===== src/rtl/wb_stage_if.sv =====
// MEM-to-WB handshake bundle: the retiring instruction from the MEM stage plus the
// data-memory read response that completes loads.
interface wb_stage_if #(
    parameter int XLEN      = 32,
    parameter int RF_ADDR_W = 5
) ();
    logic                 in_valid;
    logic                 in_ready;
    logic [6:0]           opcode;
    logic [2:0]           funct3;
    logic [RF_ADDR_W-1:0] rd;
    logic [XLEN-1:0]      res;
    logic [XLEN-1:0]      pc;
    logic [2:0]           addr_lsb;
    logic [XLEN-1:0]      d_data_read;
    logic                 d_ack;

    modport master (
        output in_valid, opcode, funct3, rd, res, pc, addr_lsb, d_data_read, d_ack,
        input  in_ready
    );

    modport slave (
        input  in_valid, opcode, funct3, rd, res, pc, addr_lsb, d_data_read, d_ack,
        output in_ready
    );
endinterface


===== src/rtl/wb_stage.sv =====
// Registered write-back stage: selects the result, extends sub-word loads, stalls
// for late load data, and counts retired instructions.
module wb_stage #(
    parameter int XLEN      = 32,
    parameter int RF_ADDR_W = 5,
    parameter int CNT_W     = 64
) (
    input  logic                 clk,
    input  logic                 reset,
    wb_stage_if.slave            mem,
    output logic                 rf_we,
    output logic [RF_ADDR_W-1:0] rf_waddr,
    output logic [XLEN-1:0]      rf_wdata,
    output logic [CNT_W-1:0]     retired
);
    localparam logic [6:0] OP_LOAD   = 7'b0000011;
    localparam logic [6:0] OP_JAL    = 7'b1101111;
    localparam logic [6:0] OP_JALR   = 7'b1100111;
    localparam logic [6:0] OP_STORE  = 7'b0100011;
    localparam logic [6:0] OP_BRANCH = 7'b1100011;

    typedef enum logic [0:0] {IDLE = 1'b0, WAIT_LOAD = 1'b1} state_t;

    state_t               state_r;
    state_t               next_state_s;
    logic [RF_ADDR_W-1:0] rd_r;
    logic [2:0]           funct3_r;
    logic [2:0]           addr_lsb_r;

    logic                 is_load_s;
    logic                 complete_s;
    logic                 we_s;
    logic [RF_ADDR_W-1:0] waddr_s;
    logic [XLEN-1:0]      wdata_s;
    logic                 in_ready_s;

    // For XLEN=32 the top address bit never selects a lane, so LW/LWU see the whole word.
    function automatic logic [XLEN-1:0] extend_load(
        input logic [XLEN-1:0] data,
        input logic [2:0]      f3,
        input logic [2:0]      lsb
    );
        logic [5:0]      b_sh;
        logic [5:0]      h_sh;
        logic [5:0]      w_sh;
        logic [XLEN-1:0] b_lane;
        logic [XLEN-1:0] h_lane;
        logic [XLEN-1:0] w_lane;
        logic [XLEN-1:0] r;
        b_sh   = (XLEN == 64) ? {lsb, 3'b000}      : {1'b0, lsb[1:0], 3'b000};
        h_sh   = (XLEN == 64) ? {lsb[2:1], 4'b0000} : {1'b0, lsb[1], 4'b0000};
        w_sh   = (XLEN == 64) ? {lsb[2], 5'b00000}  : 6'b000000;
        b_lane = data >> b_sh;
        h_lane = data >> h_sh;
        w_lane = data >> w_sh;
        case (f3)
            3'b000: begin r = {XLEN{b_lane[7]}};  r[7:0]  = b_lane[7:0];  end
            3'b001: begin r = {XLEN{h_lane[15]}}; r[15:0] = h_lane[15:0]; end
            3'b010: begin r = {XLEN{w_lane[31]}}; r[31:0] = w_lane[31:0]; end
            3'b100: begin r = {XLEN{1'b0}};       r[7:0]  = b_lane[7:0];  end
            3'b101: begin r = {XLEN{1'b0}};       r[15:0] = h_lane[15:0]; end
            3'b110: begin r = {XLEN{1'b0}};       r[31:0] = w_lane[31:0]; end
            default: r = data;
        endcase
        return r;
    endfunction

    function automatic logic writes_rf(input logic [6:0] op);
        return (op != OP_STORE) && (op != OP_BRANCH);
    endfunction

    assign is_load_s    = (mem.opcode == OP_LOAD);
    assign mem.in_ready = in_ready_s;

    // State register.
    always_ff @(posedge clk) begin
        if (reset) begin
            state_r <= IDLE;
        end else begin
            state_r <= next_state_s;
        end
    end

    // Next-state logic.
    always_comb begin
        next_state_s = state_r;
        case (state_r)
            IDLE: begin
                if (mem.in_valid && is_load_s && !mem.d_ack) begin
                    next_state_s = WAIT_LOAD;
                end else begin
                    next_state_s = IDLE;
                end
            end
            WAIT_LOAD: begin
                if (mem.d_ack) begin
                    next_state_s = IDLE;
                end else begin
                    next_state_s = WAIT_LOAD;
                end
            end
            default: next_state_s = IDLE;
        endcase
    end

    // Output decode: handshake ready, completion and the write to be registered.
    always_comb begin
        in_ready_s = 1'b0;
        complete_s = 1'b0;
        we_s       = 1'b0;
        waddr_s    = mem.rd;
        wdata_s    = mem.res;
        case (state_r)
            IDLE: begin
                in_ready_s = 1'b1;
                complete_s = mem.in_valid && (!is_load_s || mem.d_ack);
                we_s       = complete_s && writes_rf(mem.opcode) && (mem.rd != '0);
                waddr_s    = mem.rd;
                if (is_load_s) begin
                    wdata_s = extend_load(mem.d_data_read, mem.funct3, mem.addr_lsb);
                end else if ((mem.opcode == OP_JAL) || (mem.opcode == OP_JALR)) begin
                    wdata_s = mem.pc + {{(XLEN-3){1'b0}}, 3'b100};
                end else begin
                    wdata_s = mem.res;
                end
            end
            WAIT_LOAD: begin
                in_ready_s = 1'b0;
                complete_s = mem.d_ack;
                we_s       = mem.d_ack && (rd_r != '0);
                waddr_s    = rd_r;
                wdata_s    = extend_load(mem.d_data_read, funct3_r, addr_lsb_r);
            end
            default: begin
                in_ready_s = 1'b0;
                complete_s = 1'b0;
            end
        endcase
    end

    // Hold the load fields while waiting for the memory response.
    always_ff @(posedge clk) begin
        if (reset) begin
            rd_r       <= '0;
            funct3_r   <= 3'b000;
            addr_lsb_r <= 3'b000;
        end else if ((state_r == IDLE) && mem.in_valid && is_load_s && !mem.d_ack) begin
            rd_r       <= mem.rd;
            funct3_r   <= mem.funct3;
            addr_lsb_r <= mem.addr_lsb;
        end else begin
            rd_r       <= rd_r;
            funct3_r   <= funct3_r;
            addr_lsb_r <= addr_lsb_r;
        end
    end

    // Registered write port and retire counter.
    always_ff @(posedge clk) begin
        if (reset) begin
            rf_we    <= 1'b0;
            rf_waddr <= '0;
            rf_wdata <= '0;
            retired  <= '0;
        end else begin
            rf_we   <= we_s;
            retired <= retired + {{(CNT_W-1){1'b0}}, complete_s};
            if (we_s) begin
                rf_waddr <= waddr_s;
                rf_wdata <= wdata_s;
            end else begin
                rf_waddr <= rf_waddr;
                rf_wdata <= rf_wdata;
            end
        end
    end
endmodule


===== src/flat_wrapper.sv =====
// flat-port wrapper written by rule: the top's interface ports become plain ports
module wb_stage_flat 
#(
    parameter int XLEN      = 32,
    parameter int RF_ADDR_W = 5,
    parameter int CNT_W     = 64
)
  (clk, reset, rf_we, rf_waddr, rf_wdata, retired, mem_in_valid, mem_opcode, mem_funct3, mem_rd, mem_res, mem_pc, mem_addr_lsb, mem_d_data_read, mem_d_ack, mem_in_ready);
  wb_stage_if #(.XLEN(XLEN), .RF_ADDR_W(RF_ADDR_W)) mem_i ();
  input  logic clk;
  input  logic reset;
  output logic rf_we;
  output logic [RF_ADDR_W-1:0] rf_waddr;
  output logic [XLEN-1:0] rf_wdata;
  output logic [CNT_W-1:0] retired;
  input wire logic [$bits(mem_i.in_valid)-1:0] mem_in_valid;
  input wire logic [$bits(mem_i.opcode)-1:0] mem_opcode;
  input wire logic [$bits(mem_i.funct3)-1:0] mem_funct3;
  input wire logic [$bits(mem_i.rd)-1:0] mem_rd;
  input wire logic [$bits(mem_i.res)-1:0] mem_res;
  input wire logic [$bits(mem_i.pc)-1:0] mem_pc;
  input wire logic [$bits(mem_i.addr_lsb)-1:0] mem_addr_lsb;
  input wire logic [$bits(mem_i.d_data_read)-1:0] mem_d_data_read;
  input wire logic [$bits(mem_i.d_ack)-1:0] mem_d_ack;
  output wire logic [$bits(mem_i.in_ready)-1:0] mem_in_ready;
  assign mem_i.in_valid = mem_in_valid;
  assign mem_i.opcode = mem_opcode;
  assign mem_i.funct3 = mem_funct3;
  assign mem_i.rd = mem_rd;
  assign mem_i.res = mem_res;
  assign mem_i.pc = mem_pc;
  assign mem_i.addr_lsb = mem_addr_lsb;
  assign mem_i.d_data_read = mem_d_data_read;
  assign mem_i.d_ack = mem_d_ack;
  assign mem_in_ready = mem_i.in_ready;
  wb_stage #(.XLEN(XLEN), .RF_ADDR_W(RF_ADDR_W), .CNT_W(CNT_W)) u_core (.clk(clk), .reset(reset), .mem(mem_i), .rf_we(rf_we), .rf_waddr(rf_waddr), .rf_wdata(rf_wdata), .retired(retired));
endmodule

===== config.mk =====
export PLATFORM = sky130hd
export DESIGN_NAME = wb_stage_flat
export DESIGN_NICKNAME = d
export VERILOG_FILES = /design/src/rtl/wb_stage_if.sv /design/src/rtl/wb_stage.sv /design/src/flat_wrapper.sv
export SDC_FILE = /design/constraint.sdc
export NUM_CORES = 1
export LEC_CHECK = 0
export ABC_AREA = 1
export CAP_MARGIN = 5
export CORE_UTILIZATION = 38
export CTS_BUF_LIST = sky130_fd_sc_hd__clkbuf_8
export CTS_CLUSTER_SIZE = 10
export DETAILED_ROUTE_END_ITERATION = 12
export GPL_ROUTABILITY_DRIVEN = 0
export PLACE_DENSITY = 0.7
export SKIP_CTS_REPAIR_TIMING = 1
export SYNTH_ARGS = -nofsm -noshare
export SYNTH_HDL_FRONTEND = slang
export SYNTH_SLANG_ARGS = --single-unit

===== constraint.sdc =====
create_clock -name clk -period 5.28 [get_ports clk]
set_input_delay 1.584 -clock clk [delete_from_list [all_inputs] [get_ports clk]]
set_output_delay 1.584 -clock clk [all_outputs]
set_load 0.02 [all_outputs]

## Word-level counts from Yosys, hierarchy flattened

Cells that the tools add are included.

- Flip-flop bits (word level): 113
- Input port bits: 118
- Output and inout bits: 103
- Word-level logic and storage cells: 56

- $add $sub $neg: 2
- Eq/ne operators: 11
- Shift operators: 4
- Multiplexer cells: 12
- Bitwise operators: 1
- Reductions and logical operators: 18

Operators by type and width:

| cell | count |
|---|---|
| $pmux W32 S4 | 2 |
| $add A64 B1 Y64 | 1 |
| $mux W32 | 2 |
| $pmux W32 S2 | 1 |
| $shr A32 B5 Y16 | 2 |
| $shr A32 B5 Y8 | 2 |
| $add A32 B3 Y32 const B | 1 |
| $eq A7 B7 Y1 const B | 2 |
| $eq A3 B3 Y1 const B | 4 |
| $logic_and A1 B1 Y1 | 10 |
| $pmux W5 S2 | 1 |
| $reduce_bool A5 Y1 | 2 |
| $pmux W1 S2 | 4 |
| $eq A7 B2 Y1 const B | 1 |
| $ne A7 B6 Y1 const B | 1 |
| $ne A7 B7 Y1 const B | 1 |
| $eq A3 B1 Y1 const B | 2 |
| $logic_not A3 Y1 | 2 |
| $logic_not A1 Y1 | 2 |
| $logic_or A1 B1 Y1 | 2 |
| $mux W1 | 2 |
| $not A1 Y1 | 1 |

## Depth between registers and ports, before layout

- Depth in word-level cells: 7
- Depth in mapped cells: 17
- Gate-level depth less buffers: 17

## Worst setup path after synthesis

No wires, ideal clock.

- Path type: input port to flip-flop
- From: input port mem_opcode[1]
- To: register u_core.retired[54]
- Arrival: 3.481 ns
- Data required time: 5.210 ns
- Setup slack: 1.728 ns
- Stages: 16
- Path buffers: 0
- Path through: nand2_1 > inv_1 > nand2_1 > nor2_4 > nand2_1 > nand2_1 > o21ai_0 > ha_1 > ha_1 > nand2_4 > nor2_8 > nand2_4 > nor3_4 > nand3_2 > or2_0 > a21oi_1

- Word-level cells in the longest chain between the ends: 6

Ends and longest elaborated chain:

| item | line | RTL |
|---|---|---|
| start: declaration | flat_wrapper.sv:17 | `input wire logic [$bits(mem_i.opcode)-1:0] mem_opcode;` |
| $eq A7 B2 Y1 | wb_stage.sv:72 | `assign is_load_s = (mem.opcode == OP_LOAD);` |
| $logic_not A1 Y1 | wb_stage.sv:116 | `complete_s = mem.in_valid && (!is_load_s \|\| mem.d_ack);` |
| $logic_or A1 B1 Y1 | wb_stage.sv:116 |  |
| $logic_and A1 B1 Y1 | wb_stage.sv:116 |  |
| $pmux W1 S2 | wb_stage.sv:113 | `case (state_r)` |
| $add A64 B1 Y64 | wb_stage.sv:167 | `retired <= retired + {{(CNT_W-1){1'b0}}, complete_s};` |
| end signal: assignment | wb_stage.sv:167 |  |
| end: declaration | wb_stage.sv:14 | `output logic [CNT_W-1:0] retired` |

No other way between the ends.
A chain may end at the register's enable or synchronous reset.

## Worst setup path after layout

- From: input port mem_opcode[5]
- To: register u_core.retired[44]

Same word-level chain as after synthesis.

==> metrics <==
outcome complete, no violations; IO Port Bufs 219; first-pass iteration count of the detailed router 6; Critical Setup Path Class primary input to flop; Max Freq around 240 MHz; Post-synth EDFFs 0; Critical-path top delay cell clkdlybuf4s50_1; ys flop type dfxtp_1; Starting Density 0.387; minimum clock period slightly above 4 ns; Hold Path End u_core.rf_wdata[28]; Worst R2R End u_core.retired[44]; combinational share of power 0.172; post-synthesis mux area share 0; syn nets 1725; clock network power share 0.435; total negative slack 0 ns; Highest Signal Layer met4; I/O pins approximately 220; vias per cell between 5 and 6; htree depth 4; Antenna Cells 0; cell depth of the worst hold path 2; worst hold start u_core.rf_wdata[28]; most frequent cells in the layout 527 x nand2_1, 259 x nor2_1, 218 x clkdlybuf4s50_1, 143 x inv_1, 125 x nand3_1; Rows 55; CP Launch Type primary input; clk_lat worst skew approximately 0.46 ns; Worst slew margin 0.373; WP buf/inv 3; Metal-1 WL 13700 um; Critical Path Most Common Cell nand2_1; part of the power in registers 0.394; initial drt markers approximately 930; Reg-to-Reg Start u_core.state_r; Slew Viols, Final 0; first-pass GRT wire length 52300 um; antenna-violating nets left 0; Routed wire per std cell roughly 16 um; CORE AREA approximately 23000 um^2; Post-Route WL about 33000 um; Via Count 11000; Psw about 0.64 mW; worst vdd ir between 0.0001 and 0.00015 V; adder-cell share of the synthesized area 0.00428; Synth Area in XOR/XNOR 0.00699; PD cells ~200 nW/um^2; Setup crit end kind flop; Slowest Stage Delay on Critical Path around 0.5 ns; Worst Max-Slew Pin Slew about 0.94 ns; Sink Count approximately 110; Final HPWL DP around 26000 um; Root Driver clkbuf_8; fin crit share 0.777; Post-Synth Simple-Gate Area 0.489; syn_area_per_cell about 5.5 um^2; CP cell instances clkdlybuf4s50_1 -> inv_1 -> nand2_1 -> nor2_4 -> nand2_1 -> nand2_1 -> o21ai_0 -> ha_1 -> ha_1 -> nand2_4 -> nor2_8 -> inv_2 -> nor2_1 -> nand3_1 -> or2_0 -> a21oi_1; total of max-cap violations 0; Final Skew 0.0147 ns; Synth Cell Area 8770 um^2; Req. time, crit path 5.65 ns; CP top delay family simple AND/OR/NAND/NOR gates; WL met2 between 10000 and 15000 um; # setup viols final 0; Clock Path Buffers 2; share of layout cells above drive strength 1 0.0411; Die Height 154 um; clk slew on worst S/H paths about 0.070 ns; GRT Residual Overflow 0; RSZ-0062 raised after global routing false; post-synthesis compound-gate area fraction 0.147; final hold vios 0; Worst Hold Class flop to flop; asr flop ratio synth 0; Cell variety after synth 36; crit path DAT approximately 4.5 ns; met3 routed WL ~2800 um; cell count after synthesis between 1500 and 2000; largest family of logic cells by synthesized area simple AND/OR/NAND/NOR gates; DRC Markers 0; worst-path fanout max 7; synth warn 0; vias in the first global route 10100; R2R depth 11; worst reg2reg setup slack roughly 2.1 ns; die area 23700 um^2; P_int 1.62 mW; largest net degree at the start of global routing between 60 and 70; cts bufs inserted 17; sequential share of the synthesized area 0.258; initial antenna violation count 0; Sw Share 0.282; CTS tree done; total global-route track usage 0.279; total leakage power 4.52 nW; synthesis-to-layout area growth 32.1%; Die Span X ~150 um; final core occ 0.512; register bit total from synthesis about 110; final layout net count 1910; most common cell after layout, fill and taps aside nand2_1
[through the flow]
step	total power, mW	hold WS, ns	instance area [um^2]	worst slack [ns]	std cells
after global placement	1.29	0.439	11100	0.786	2055
after CTS	2.27	0.461	11600	1.25	2087
after floorplan	1.09	0.443	8770	1.73	1604
final	2.26	0.461	11600	1.18	2087
after detailed placement	1.29	0.443	11100	0.783	2055
after global routing	2.35	0.476	11600	1.07	2087
[layer usage]
metal | track usage | vias to the layer above
li1 | - | 5516
met1 | 0.357 | 4923
met2 | 0.454 | 512
met3 | 0.0581 | 69
met4 | 0.119 | 0
met5 | 0 | -
[power groups by stage]
stage	logic [mW]	clock network, mW	registers [mW]
floorplan	0.160	0	0.932
global placement	0.380	0	0.909
detailed placement	0.382	0	0.909
CTS	0.384	0.996	0.890
global route	0.425	1.03	0.892
finish	0.388	0.982	0.890
[registers in the layout (all words and copies together), names as in the netlist]
| name | count |
|---|---|
| u_core.rd_r | 5 |
| u_core.rf_wdata | 32 |
| u_core.addr_lsb_r | 2 |
| u_core.state_r | 1 |
| u_core.funct3_r | 3 |
| u_core.retired | 64 |
| u_core.rf_waddr | 5 |
| u_core.rf_we | 1 |
[area by class of cell]
type                            count  area, um^2
Clock inverter                     14         211
Multi-Input combinational cell   1279        5690
Clock buffer                       18         248
Inverter                          151         567
Fill cell                        2372       11100
Sequential cell                   113        2260
Timing Repair Buffer              227        2250
Tap cell                          285         357
[worst register-to-register path, cell delays in order, from the launching register on]
cell and delay, ns:
dfxtp_2 0.77, inv_1 0.15, o21ai_0 0.19, ha_1 0.36
ha_1 0.34, nand2_4 0.10, nor2_8 0.18, inv_2 0.06
nor2_1 0.41, nand3_1 0.19, or2_0 0.23, a21oi_1 0.12
[kinds of logic after synthesis]
group | after synthesis
simple gates | 1017
buf+inv | 212
xor+xnor | 7
flops | 113
compound gates | 252
fa+ha+maj | 3
[cells in the mapped netlist (4+ instances only)]
cell type | count | area, um^2
a21oi_1 | 124 | 621
buf_2 | 22 | 110
clkbuf_1 | 36 | 135
dfxtp_1 | 113 | 2260
inv_1 | 142 | 533
inv_2 | 8 | 30.0
nand2_1 | 527 | 1980
nand3_1 | 125 | 626
nand3b_1 | 4 | 30.0
nand4_1 | 33 | 206
nor2_1 | 260 | 976
nor2_2 | 5 | 31.3
nor2_4 | 4 | 45.0
nor3_1 | 28 | 140
o211ai_1 | 5 | 37.5
o21ai_0 | 102 | 510
o21ai_1 | 15 | 75.1
or2_0 | 15 | 93.8
xor2_1 | 4 | 35.0
[worst max-delay path by stage]
stage                              from            endpoint  slack, ns  cells after the start
after detailed placement  mem_opcode[5]  u_core.retired[44]       0.78                     16
after floorplan           mem_opcode[1]  u_core.retired[54]       1.73                     16
after global routing      mem_opcode[5]  u_core.retired[44]       1.07                     16
final                     mem_opcode[5]  u_core.retired[44]       1.18                     16
after CTS                 mem_opcode[5]  u_core.retired[44]       1.25                     16
after global placement    mem_opcode[5]  u_core.retired[44]       0.79                     16
Power figures use the tool's default switching activity.
